<file path="config.mk">
export PLATFORM = sky130hd
export DESIGN_NAME = max6675_emu_flat
export DESIGN_NICKNAME = d
export VERILOG_FILES = /design/src/rtl/max6675_emu_if.sv /design/src/rtl/max6675_emu.sv /design/src/flat_wrapper.sv
export SDC_FILE = /design/constraint.sdc
export NUM_CORES = 1
export LEC_CHECK = 0
export CAP_MARGIN = 20
export CORE_UTILIZATION = 61
export DETAILED_ROUTE_END_ITERATION = 12
export PLACE_DENSITY = 0.82
export SLEW_MARGIN = 25
export SYNTH_ARGS = -nofsm -noshare
export SYNTH_HDL_FRONTEND = slang
export SYNTH_SLANG_ARGS = --single-unit
</file>
<file path="constraint.sdc">
create_clock -name clk -period 6.5 [get_ports clk]
set_input_delay 0.65 -clock clk [delete_from_list [all_inputs] [get_ports clk]]
set_output_delay 0.65 -clock clk [all_outputs]
set_load 0.01 [all_outputs]
</file>
<file path="src/rtl/max6675_emu_if.sv">
// SPI pad-side signals between an external master and the MAX6675 emulator.
interface max6675_emu_if;
    logic sclk;
    logic sel;
    logic miso;
    logic miso_oe;

    modport master (output sclk, output sel, input miso, input miso_oe);
    modport slave  (input sclk, input sel, output miso, output miso_oe);
endinterface

</file>
<file path="src/rtl/max6675_emu.sv">
// MAX6675 thermocouple converter emulator: SPI responder serving a 16-bit frame,
// with a conversion cycle that restarts on sel rise and is aborted by sel fall.
module max6675_emu #(
    parameter int unsigned CONV_CYCLES = 1000
) (
    input  logic          clk,
    input  logic          rst,
    max6675_emu_if.slave  spi,
    input  logic [11:0]   temperature,
    input  logic          open_tc,
    output logic          frame_done,
    output logic          converting
);
    localparam int unsigned CNT_W = $clog2(CONV_CYCLES);
    localparam int unsigned RC_W  = 5;

    typedef enum logic [1:0] {S_CONVERT, S_IDLE, S_SHIFT} state_e;

    state_e             state_q, state_d;
    logic [2:0]         sclk_sync_q, sel_sync_q;
    logic [CNT_W-1:0]   conv_cnt_q, conv_cnt_d;
    logic [11:0]        snap_temp_q, snap_temp_d;
    logic               snap_open_q, snap_open_d;
    logic [15:0]        shreg_q, shreg_d;
    logic [RC_W-1:0]    rise_cnt_q, rise_cnt_d;
    logic               miso_q, miso_d;
    logic               miso_oe_q, miso_oe_d;
    logic               frame_done_q, frame_done_d;
    logic               converting_q, converting_d;
    logic [1:0]         settle_q, settle_d;
    logic               armed_q, armed_d;

    logic        sclk_rise, sclk_fall, sel_rise, sel_fall;
    logic [15:0] frame_word;

    // Index 1 is the synchronised level, index 2 its previous value.
    // A sel fall is only accepted once sel has been seen high after reset, so a
    // reset with sel held low cannot start a frame until the master reselects.
    assign sclk_rise  =  sclk_sync_q[1] & ~sclk_sync_q[2];
    assign sclk_fall  = ~sclk_sync_q[1] &  sclk_sync_q[2];
    assign sel_rise   =  sel_sync_q[1]  & ~sel_sync_q[2];
    assign sel_fall   = ~sel_sync_q[1]  &  sel_sync_q[2] & armed_q;
    assign frame_word = {1'b0, snap_temp_q, snap_open_q, 2'b00};

    always_ff @(posedge clk) begin
        if (rst) begin
            state_q      <= S_CONVERT;
            sclk_sync_q  <= 3'b000;
            sel_sync_q   <= 3'b111;
            conv_cnt_q   <= CNT_W'(CONV_CYCLES - 1);
            snap_temp_q  <= 12'd0;
            snap_open_q  <= 1'b0;
            shreg_q      <= 16'd0;
            rise_cnt_q   <= '0;
            miso_q       <= 1'b0;
            miso_oe_q    <= 1'b0;
            frame_done_q <= 1'b0;
            converting_q <= 1'b1;
            settle_q     <= 2'd0;
            armed_q      <= 1'b0;
        end else begin
            state_q      <= state_d;
            sclk_sync_q  <= {sclk_sync_q[1:0], spi.sclk};
            sel_sync_q   <= {sel_sync_q[1:0], spi.sel};
            conv_cnt_q   <= conv_cnt_d;
            snap_temp_q  <= snap_temp_d;
            snap_open_q  <= snap_open_d;
            shreg_q      <= shreg_d;
            rise_cnt_q   <= rise_cnt_d;
            miso_q       <= miso_d;
            miso_oe_q    <= miso_oe_d;
            frame_done_q <= frame_done_d;
            converting_q <= converting_d;
            settle_q     <= settle_d;
            armed_q      <= armed_d;
        end
    end

    always_comb begin
        state_d      = state_q;
        conv_cnt_d   = conv_cnt_q;
        snap_temp_d  = snap_temp_q;
        snap_open_d  = snap_open_q;
        shreg_d      = shreg_q;
        rise_cnt_d   = rise_cnt_q;
        miso_d       = miso_q;
        miso_oe_d    = miso_oe_q;
        frame_done_d = 1'b0;
        settle_d     = (settle_q == 2'd2) ? settle_q : settle_q + 2'd1;
        armed_d      = armed_q | ((settle_q == 2'd2) & sel_sync_q[1]);

        case (state_q)
            S_CONVERT: begin
                if (sel_fall) begin
                    state_d = S_SHIFT;
                end else if (conv_cnt_q == '0) begin
                    snap_temp_d = temperature;
                    snap_open_d = open_tc;
                    state_d     = S_IDLE;
                end else begin
                    conv_cnt_d = conv_cnt_q - CNT_W'(1);
                end
            end
            S_IDLE: begin
                if (sel_fall) state_d = S_SHIFT;
            end
            S_SHIFT: begin
                // sel rise has priority over any sclk edge seen in the same cycle
                if (sel_rise) begin
                    miso_oe_d    = 1'b0;
                    miso_d       = 1'b0;
                    conv_cnt_d   = CNT_W'(CONV_CYCLES - 1);
                    frame_done_d = (rise_cnt_q == RC_W'(16));
                    state_d      = S_CONVERT;
                end else if (sclk_rise) begin
                    if (rise_cnt_q != RC_W'(16)) rise_cnt_d = rise_cnt_q + RC_W'(1);
                end else if (sclk_fall) begin
                    shreg_d = {shreg_q[14:0], 1'b0};
                    miso_d  = shreg_q[14];
                end
            end
            default: state_d = S_CONVERT;
        endcase

        if (state_q != S_SHIFT && state_d == S_SHIFT) begin
            shreg_d    = frame_word;
            miso_d     = frame_word[15];
            miso_oe_d  = 1'b1;
            rise_cnt_d = '0;
        end

        converting_d = (state_d == S_CONVERT);
    end

    assign spi.miso    = miso_q;
    assign spi.miso_oe = miso_oe_q;
    assign frame_done  = frame_done_q;
    assign converting  = converting_q;
endmodule

</file>
<file path="src/flat_wrapper.sv">
// flat-port wrapper written by rule: the top's interface ports become plain ports
module max6675_emu_flat 
#(
    parameter int unsigned CONV_CYCLES = 1000
)
  (clk, rst, temperature, open_tc, frame_done, converting, spi_sclk, spi_sel, spi_miso, spi_miso_oe);
  max6675_emu_if spi_i ();
  input  logic clk;
  input  logic rst;
  input  logic [11:0] temperature;
  input  logic open_tc;
  output logic frame_done;
  output logic converting;
  input wire logic [$bits(spi_i.sclk)-1:0] spi_sclk;
  input wire logic [$bits(spi_i.sel)-1:0] spi_sel;
  output wire logic [$bits(spi_i.miso)-1:0] spi_miso;
  output wire logic [$bits(spi_i.miso_oe)-1:0] spi_miso_oe;
  assign spi_i.sclk = spi_sclk;
  assign spi_i.sel = spi_sel;
  assign spi_miso = spi_i.miso;
  assign spi_miso_oe = spi_i.miso_oe;
  max6675_emu #(.CONV_CYCLES(CONV_CYCLES)) u_core (.clk(clk), .rst(rst), .spi(spi_i), .temperature(temperature), .open_tc(open_tc), .frame_done(frame_done), .converting(converting));
endmodule
</file>
==> results.cfg <==
[sta]
min_period_ns = 2.86
slew-limit-headroom_pct = 36.1
maxSlewViolCount = 0
finalHoldViolations = 0
timing.final.setup_violations = 0
fmax_mhz = 349
fin_skew_ns = 0.00595
whs_ns = 0.434
final.setup.tns_ns = 0
rsz0062_at_grt = false
worstMarginPinSlew_ns = 0.952
fin_crit_sh_pct = 44.0

[cts]
cts_tree = built
postCtsSetupBuffers = 0
cts.sinks = 56
clockRootBuffer = clkbuf_8
hold_buffers = 0
clk_pin_slew_ns = 0.09
ctsResizeCount = 0
htreeDepth = 2
worstSkewPairLatency_ns = 0.30
ctsLongestPathBuffers = 2
cts_buffers = 5

[floorplan]
die_w_um = 65.3
core_area_sq_um = 3740
fp-row-count = 22
start_util_pct = 65.3
dieHeight_um = 65.3
ios = 21
dieArea_sq_um = 4270

[grt]
gr-usage-all-layers_pct = 21.1
overflow = 0
grt_pass1_wl_um = 6930
grt_max_degree = 41
grt_pass1_vias = 1635
antenna_found_initial = 0

[worst_setup_path]
critical_path_peak_fanout = 40
startpoint_type = input pin
r2r_cells = 4
cp_slowest_cell = clkinv_1
worstPathArrival_ns = 3.05
crit_path_start = rst
r2r-end = u_core.snap_temp_q[4]
r2r_setup_slack_ns = 4.20
cp-endpoint = u_core.rise_cnt_q[1]
crit_type = input pin to flop
path_cells = clkdlybuf4s50_1 > clkinv_1 > nand2_1 > nor2_1
crit_path_max_incr_delay_ns = 0.93
r2r_start = u_core.conv_cnt_q[5]
worstSetupEndpointType = flop
crit_required_ns = 6.69

[finish]
nFillCells = 306
layout_common_cells = 56 x dfxtp_1, 34 x nand2_1, 26 x mux2i_1, 23 x a21oi_1, 21 x o21ai_0
utilization_pct = 72.4
finalNetCount = 302
layout_commonest_cell = dfxtp_1
drive_above_1_share_pct = 7.12
diodes = 0
area_growth_pct = 10.8

[placement]
gp_congestion = 0.811
dp_hpwl_um = 2770
numPortBuffers = 20

[worst_hold_path]
hold_path.class = flop to flop
min_from = u_core.sel_sync_q[0]

[power]
switching_share_pct = 23.8
p_total_w = 0.000611
irDropWorstVdd_mv = 0.180
switchingPower_w = 0.000146
intPower_w = 0.000465
power_frac_clock_pct = 28.7
power_per_cell_area_nw_per_um2 = 225
p_leak_nw = 1.02
p_seq_share_pct = 60.7
combPwrFrac_pct = 10.6

[synthesis]
seq_area_frac_synth_pct = 45.9
avgSynthCellArea_sq_um = 9.19
synth_area_sq_um = 2440
synth_ff_type = dfxtp_1
synth_edf_count = 0
async_reset_ff_share_pct = 0
synth_seq_cells = 56
synth_fp_nets = 287
synth_cells = 266
yosys_warnings = 0
synth_cell_types = 43

[route]
via_per_inst = 5.47
postRouteAntennaNets = 0
dr.pass1.iters = 4
drtIter0Drc = 80
drc = 0
vias = 1798
wire_per_inst_um = 12.3
wl_um = 4040

[status]
status = finished clean

[run]
maxCapViolations = 0
==> state kept, by name, indices dropped and copies added (netlist names) <==
name / count
u_core.converting: 1
u_core.snap_open_q: 1
u_core.rise_cnt_q: 5
u_core.frame_done: 1
u_core.shreg_q: 13
u_core.sclk_sync_q: 3
u_core.spi.miso_oe: 1
u_core.settle_q: 2
u_core.snap_temp_q: 12
u_core.spi.miso: 1
u_core.state_q: 2
u_core.armed_q: 1
u_core.sel_sync_q: 3
u_core.conv_cnt_q: 10
==> per-layer routing <==
metal / up-vias / GRT usage, % / part of all wire, %
li1: 969 / - / -
met1: 798 / 25.8 / 52
met2: 25 / 35.1 / 44
met3: 6 / 6.08 / 2.9
met4: 0 / 7.88 / 1.3
met5: - / 0 / 0
==> kinds of logic (layout without fill, tap and decap cells) <==
family	count (synthesis)	after routing	share of synthesized area, %
buffers and inverters	23	38	4.86
and+or+nand+nor	100	100	22.4
AOI/OAI and AO/OA	54	54	13.2
muxes	26	26	10.6
xor gates and xnor gates	3	3	1.07
adders and majority gates	4	4	2.05
DFF	56	56	45.9
==> power by group through the flow <==
stage	registers (W)	clock network (W)	logic, W
after CTS	0.000370	0.000182	0.0000650
after floorplan	0.000376	0	0.0000463
after global placement	0.000378	0	0.0000630
after detailed placement	0.000378	0	0.0000648
final	0.000371	0.000175	0.0000646
after global routing	0.000373	0.000195	0.0000737
==> final cells by class <==
type	count	area, sq um	area share [%]
clock buffer	6	72.6	2.68
clock inverter	1	5.00	0.185
inverter	11	41.3	1.52
multi-input combinational	187	1210	44.6
sequential	56	1120	41.4
tap	48	60.1	2.22
timing repair buffer	20	200	7.39
==> worst min path at each step <==
stage / endpoint / slack, ns / depth (start not counted)
after floorplan: u_core.sel_sync_q[1] / 0.39 / 1
after CTS: u_core.sel_sync_q[1] / 0.42 / 1
after global routing: u_core.sel_sync_q[1] / 0.45 / 1
final: u_core.sel_sync_q[1] / 0.43 / 1
after global placement: u_core.sel_sync_q[1] / 0.39 / 1
after detailed placement: u_core.sel_sync_q[1] / 0.40 / 1
==> worst max-delay path, delay by kind of cell <==
kind,cells,cell delay (ns)
buffers and inverters,2,1.75
AND/OR/NAND/NOR,2,0.64
==> through the flow <==
stage / instances / setup slack (ns) / area (sq um)
after floorplan: 266 / 4.39 / 2440
after global placement: 322 / 3.51 / 2630
after detailed placement: 322 / 3.45 / 2630
after CTS: 329 / 3.78 / 2710
after global routing: 329 / 3.40 / 2710
final: 329 / 3.64 / 2710
==> cell usage after synthesis (all sizes together), types with 3 or more instances <==
library cell / n / area (sq um)
or3: 5 / 32.5
or2: 4 / 25.0
and3: 3 / 21.3
a21oi: 23 / 115
mux2i: 26 / 260
clkbuf: 8 / 30.0
dfxtp: 56 / 1120
nand2: 34 / 128
nand3b: 4 / 30.0
nand3: 7 / 35.0
nand2b: 3 / 18.8
nor2: 15 / 56.3
buf: 4 / 47.5
nor2b: 7 / 51.3
nor4: 5 / 31.3
ha: 4 / 50.1
inv: 11 / 41.3
o21ai: 21 / 105
Note: power is estimated with default switching activity, not from simulation.
